<file path="src/rtl/fpu_issue_queue.sv">
// FIFO issue queue in front of the FPU: buffers command/operand requests,
// drops illegal commands with a one-cycle error pulse, and supports flush.
module fpu_issue_queue #(
  parameter int bitness = 32,
  parameter int DEPTH   = 4,
  parameter int CNT_W   = $clog2(DEPTH + 1)
) (
  input  logic               clock,
  input  logic               reset,
  input  logic               flush,
  input  logic               in_valid,
  output logic               in_ready,
  input  logic [3:0]         in_command,
  input  logic [bitness-1:0] in_data_a,
  input  logic [bitness-1:0] in_data_b,
  output logic               input_rdy,
  input  logic               input_ack,
  output logic [bitness-1:0] data_a,
  output logic [bitness-1:0] data_b,
  output logic [3:0]         command,
  output logic [CNT_W-1:0]   count,
  output logic               cmd_error
);

  localparam int PTR_W = $clog2(DEPTH);

  logic [3:0]         mem_cmd_r [DEPTH];
  logic [bitness-1:0] mem_a_r   [DEPTH];
  logic [bitness-1:0] mem_b_r   [DEPTH];

  logic [PTR_W-1:0] wp_r;
  logic [PTR_W-1:0] rp_r;
  logic [CNT_W-1:0] count_r;
  logic             cmd_error_r;

  logic push_s;
  logic pop_s;
  logic illegal_s;
  logic [CNT_W-1:0] count_nxt_s;

  // Only add, sub, mul and div are accepted by the FPU.
  function automatic logic cmd_legal(input logic [3:0] cmd);
    return (cmd <= 4'd3);
  endfunction

  // Handshake decode from registered occupancy; no input-to-output bypass.
  always_comb begin
    in_ready  = (count_r != CNT_W'(DEPTH));
    input_rdy = (count_r != {CNT_W{1'b0}});
    push_s    = in_valid && in_ready && cmd_legal(in_command);
    illegal_s = in_valid && in_ready && !cmd_legal(in_command);
    pop_s     = input_rdy && input_ack;
  end

  // Occupancy next-state: simultaneous push and pop leave count unchanged.
  always_comb begin
    count_nxt_s = count_r;
    case ({push_s, pop_s})
      2'b10:   count_nxt_s = count_r + CNT_W'(1);
      2'b01:   count_nxt_s = count_r - CNT_W'(1);
      default: count_nxt_s = count_r;
    endcase
  end

  // Pointer, occupancy and error-pulse registers; reset beats flush beats traffic.
  always_ff @(posedge clock) begin
    if (reset) begin
      wp_r        <= {PTR_W{1'b0}};
      rp_r        <= {PTR_W{1'b0}};
      count_r     <= {CNT_W{1'b0}};
      cmd_error_r <= 1'b0;
    end else if (flush) begin
      wp_r        <= {PTR_W{1'b0}};
      rp_r        <= {PTR_W{1'b0}};
      count_r     <= {CNT_W{1'b0}};
      cmd_error_r <= 1'b0;
    end else begin
      if (push_s) begin
        wp_r <= wp_r + PTR_W'(1);
      end else begin
        wp_r <= wp_r;
      end
      if (pop_s) begin
        rp_r <= rp_r + PTR_W'(1);
      end else begin
        rp_r <= rp_r;
      end
      count_r     <= count_nxt_s;
      cmd_error_r <= illegal_s;
    end
  end

  // Entry storage is not reset; a push coinciding with flush or reset is discarded.
  always_ff @(posedge clock) begin
    if (push_s && !flush && !reset) begin
      mem_cmd_r[wp_r] <= in_command;
      mem_a_r[wp_r]   <= in_data_a;
      mem_b_r[wp_r]   <= in_data_b;
    end
  end

  // Head entry presented straight from storage at the read pointer.
  always_comb begin
    command   = mem_cmd_r[rp_r];
    data_a    = mem_a_r[rp_r];
    data_b    = mem_b_r[rp_r];
    count     = count_r;
    cmd_error = cmd_error_r;
  end

endmodule

</file>
<file path="config.mk">
export PLATFORM = sky130hd
export DESIGN_NAME = fpu_issue_queue
export DESIGN_NICKNAME = d
export VERILOG_FILES = /design/src/rtl/fpu_issue_queue.sv
export SDC_FILE = /design/constraint.sdc
export NUM_CORES = 1
export LEC_CHECK = 0
export CAP_MARGIN = 20
export CORE_UTILIZATION = 50
export DETAILED_ROUTE_END_ITERATION = 12
export HOLD_SLACK_MARGIN = 0.02
export PLACE_DENSITY = 0.74
export SLEW_MARGIN = 10
export SYNTH_ARGS = -nofsm -noshare
export SYNTH_HDL_FRONTEND = slang
export SYNTH_SLANG_ARGS = --single-unit
export TNS_END_PERCENT = 1
</file>
<file path="constraint.sdc">
create_clock -name clock -period 5.55 [get_ports clock]
set_input_delay 0.555 -clock clock [delete_from_list [all_inputs] [get_ports clock]]
set_output_delay 0.555 -clock clock [all_outputs]
set_load 0.01 [all_outputs]
</file>
; Word level (Yosys, flattened, before mapping)
; Memories as Yosys holds them, arrays and structs flattened. A register that Yosys moved wholly into a read port is not among the register bits.
; Index checks and enable logic that the tools add are counted.
[op_classes]
n_addsub = 4
n_mul = 0
div = 0
n_lt_le_gt_ge = 1
eq_ne = 3
n_shift = 0
n_mux = 9
n_bitwise = 0
reduce_logical = 12
[op_table]
columns = op, n
row1 = $mux 2, 6
row2 = $logic_and 1x1->1, 6
row3 = $pmux 3 s2, 1
row4 = $add 2x1->2 const B, 2
row5 = $le 4x2->1 const B, 1
row6 = $add 3x1->3 const B, 1
row7 = $logic_not 1->1, 3
row8 = $ne 3x3->1 const B, 1
row9 = $reduce_bool 3->1, 1
row10 = $sub 3x1->3 const B, 1
row11 = $eq 2x1->1 const B, 1
row12 = $eq 2x2->1 const B, 1
row13 = $mux 1, 2
row14 = $reduce_bool 2->1, 1
row15 = $reduce_or 2->1, 1
[totals]
register_bits = 8
latch_bits = 0
ram_bits = 272
romBits = 0
input_bits = 73
output_inout_bits = 74
elab_cells = 36
memories = 3
[mem_list]
columns = name, words, width, rd, rd_clocked_by_memory_dff, write_ports, line_no
row1 = mem_a_r, 4, 32, 1, 1, 1, 28  ; logic [bitness-1:0] mem_a_r [DEPTH];
row2 = mem_b_r, 4, 32, 1, 1, 1, 29  ; logic [bitness-1:0] mem_b_r [DEPTH];
row3 = mem_cmd_r, 4, 4, 1, 1, 1, 27  ; logic [3:0] mem_cmd_r [DEPTH];

; Logic depth before layout (Yosys ltp)
[depth]
depth_word = 7
ltp_mapped = 10
ltp_nobuf = 9

; Worst setup path before layout
; Ideal clock, no wire load.
[synth_path]
path_kind = register to register
startpoint = register count_r[2] (netlist: count[2])
endpoint = register count_r[2] (netlist: count[2])
setup_ps = 70
t_arrival_ps = 2368
required_time_ps = 5480
setup_slack_ps = 3112
stages_incl_launch_ff = 11
n_path_buf = 1
synth_period_minus_slack_ps = 2438
path_cell_list = dfxtp_1 -> or3b_1 -> buf_2 -> and2_4 -> inv_1 -> ha_1 -> inv_1 -> fa_1 -> xor2_1 -> or3_2 -> a21oi_1
[synth_via]
elab_chain_len = 5
elab_cells_between_ends = 11
classes_between = add/sub (2) / eq/ne (3) / mux (1) / reduce/logical (5)
[synth_rtl]
columns = item, line_no
row1 = start: declaration, 33  ; logic [CNT_W-1:0] count_r;
row2 = start signal: assignment, 70  ; count_r <= {CNT_W{1'b0}};
row3 = start signal: assignment, 75  ; count_r <= {CNT_W{1'b0}};
row4 = start signal: assignment, 88  ; count_r <= count_nxt_s;
row5 = $ne 3x3->1 *, 48  ; in_ready = (count_r != CNT_W'(DEPTH));
row6 = net in_ready, 12  ; output logic in_ready,
row7 = $logic_and 1x1->1 * (2 in series), 50  ; push_s = in_valid && in_ready && cmd_legal(in_command);
row8 = $eq 2x1->1 / $eq 2x2->1 (equally long branches), 58  ; case ({push_s, pop_s})
row9 = $pmux 3 s2 / $reduce_bool 2->1 (equally long branches), n/a
; Mark *: on every way through the listed nets, which the timed path passes. The rest lies on a longest branch.
; A chain may end at the register's enable or synchronous reset.

==> impl_metrics.toml <==
[die]
start_util_pct = 51.01
core_um2 = 20230
dieArea_um2 = 21220
row_count = 52
io_pins = 147
die_h_um = 145.7
dieWidth_um = 145.7

[sta]
rsz0062_at_grt = "false"
hold_violations = 0
setup_violations = 0
fin_tns_setup_ns = 0
final-max-slew-violation-count = 0
whs_ns = 0.5271
fin_crit_ns = 3.666
fmax_mhz = 272.8
fin_ws_ns = 1.884
worstMarginPinSlew_ns = 1.076
post-route-period-util_pct = 66.05
slew_headroom_pct = 28.25
fin_skew_ns = 0.01042

[synth]
synth_edf_count = 272
syn_area_um2 = 10320
synth_flop_cell = "edfxtp_1"
avgSynthCellArea_um2 = 25.05
syn_inst = 412
syn_nets = 491
async_flop_share_pct = 0
synth-seq-area-share_pct = 81.07
ys_types = 26
yosysWarnings = 0
synth_seq_cells = 282

[clock_network]
cts_hold_buf = 0
cts_resized = 0
cts_tree = "yes"
clkLatencyLatePin_ns = 0.52
clkTransAtPathRegs_ns = 0.06
post-cts-setup-buffers = 0
cts_buffer_depth = 3
cts_root_buffer = "clkbuf_16"
cts.sinks = 282
numCtsBuffers = 28
htreeDepth = 1

[final_layout]
final_cell_count_no_fill = 863
fillCellCount = 1327
area_growth_pct = 25.96
final_area_um2 = 13000
seqCellArea_um2 = 8376
layout-drive-gt1-share_pct = 21.42
nets = 650
antenna_cells = 0
utilization_pct = 64.26
multiInputGateArea_um2 = 1846

[outcome]
status = "finished, final reports clean"

[critical_path]
cp.required_ns = 4.99
setup.worst_path.class = "reg2out"
crit_fanout = 49
arrival_ns = 3.11
cp-start-kind = "flop"
crit_path_end_kind = "output pin"
r2r-start = "count[2]$_SDFFE_PP0P_"

[drt]
ant_nets = 0
via_count = 4654
drt_iter0_drc = 244
via_per_inst = 5.393
route.detailed.drc = 0
routedWlPerCell_um = 20.67
wl_um = 17840
dr.pass1.iters = 5

[grt]
grt_pass1_vias = 4991
grt_overflow = 0
grt_max_degree = 69
grt_pass1_wl_um = 27830
grt_use_total_pct = 17.35
antenna_found_initial = 0

[place]
place_area_um2 = 12050
place_ws_ns = 2.314
io_buffers = 146
dp_hpwl_um = 10180
gp_congestion = 0.7503
dp.cells = 811

[power]
power_density_nw_per_um2 = 334.6
p_total_mw = 4.351
irDropWorstVdd_mv = 0.2329
p_leak_nw = 4.017

[job]
cap_violations = 0

[hold_path]
min_from = "rp_r[1]$_SDFFE_PP0P_"
hold_path_class = "reg2reg"
==> final cells by class <==
class                           count  share of cell area, %
Clock buffer                       30                  5.610
Clock inverter                     22                  1.713
Inverter                            6                 0.1732
Multi-Input combinational cell    106                  14.19
Sequential cell                   282                  64.41
Tap cell                          270                  2.598
Timing Repair Buffer              147                  11.30
==> worst paths after layout <==
check                           slack (ns)                     to  depth (start not counted)
worst max register to register        3.00  count[2]$_SDFFE_PP0P_                          9
worst min-delay path                  0.53   rp_r[1]$_SDFFE_PP0P_                          2
worst min register to register        0.53   rp_r[1]$_SDFFE_PP0P_                          2
worst max-delay path                  1.88             data_b[14]                          3
==> registers in the layout, indices dropped and copies added, names as in the netlist, named ones only <==
name / flops
cmd_error: 1
count: 3
mem_a_r: 128
mem_b_r: 128
mem_cmd_r: 16
rp_r: 2
wp_r: 2
==> layer usage <==
layer	vias to the layer above	wire length, µm	global-route usage (%)
met2	143	9100	29.59
met5	-	0	0
met1	2400	7342	22.80
met3	33	906	3.197
met4	0	490	5.526
li1	2078	-	-
==> cells in the mapped netlist (2+ instances only) <==
cell type  instances  area [µm²]
edfxtp_1         272        8168
mux4_2            68        1531
dfxtp_1           10       200.2
buf_2              9       45.04
nor2_1             7       26.28
clkbuf_1           6       22.52
inv_1              6       22.52
ha_1               5       62.56
and3_2             4       30.03
buf_6              3       33.78
xor2_1             3       26.28
a21oi_1            2       10.01
nand4_1            2       12.51
o21ai_0            2       10.01
or3_2              2       15.01
==> layout by cell type, fill, tap and decap left out, types with 5 or more instances in the layout <==
master / n
clkbuf_16: 29
clkdlybuf4s50_1: 146
clkinv_1: 5
clkinv_2: 9
dfxtp_1: 8
edfxtp_1: 272
ha_1: 5
inv_1: 6
mux4_2: 68
nor2_1: 7
==> cells by family (layout without fill, tap and decap cells) <==
kind of cell / count (synthesis) / in the layout / synth area share, %
flip-flops: 282 / 282 / 81.07
multiplexers: 68 / 68 / 14.84
buffers and inverters: 24 / 205 / 1.200
AND/OR/NAND/NOR: 20 / 20 / 1.152
AO/OA/AOI/OAI: 8 / 8 / 0.6061
adder cells (fa/ha/maj): 6 / 6 / 0.8000
XOR/XNOR: 4 / 4 / 0.3395
==> critical path, cell delays in order (launching register included) <==
cell and delay (ns):
dfxtp_4 1.01, buf_4 0.50, mux4_2 0.56, clkdlybuf4s50_1 0.49
==> power by group <==
| part | leakage (nW) | internal [mW] | switching (mW) |
|---|---|---|---|
| combinational | 1.02 | 0.0701 | 0.0461 |
| clock | 0.465 | 1.14 | 0.755 |
| sequential | 2.53 | 2.34 | 0.00394 |
Note: power is estimated with default switching activity, not from simulation.
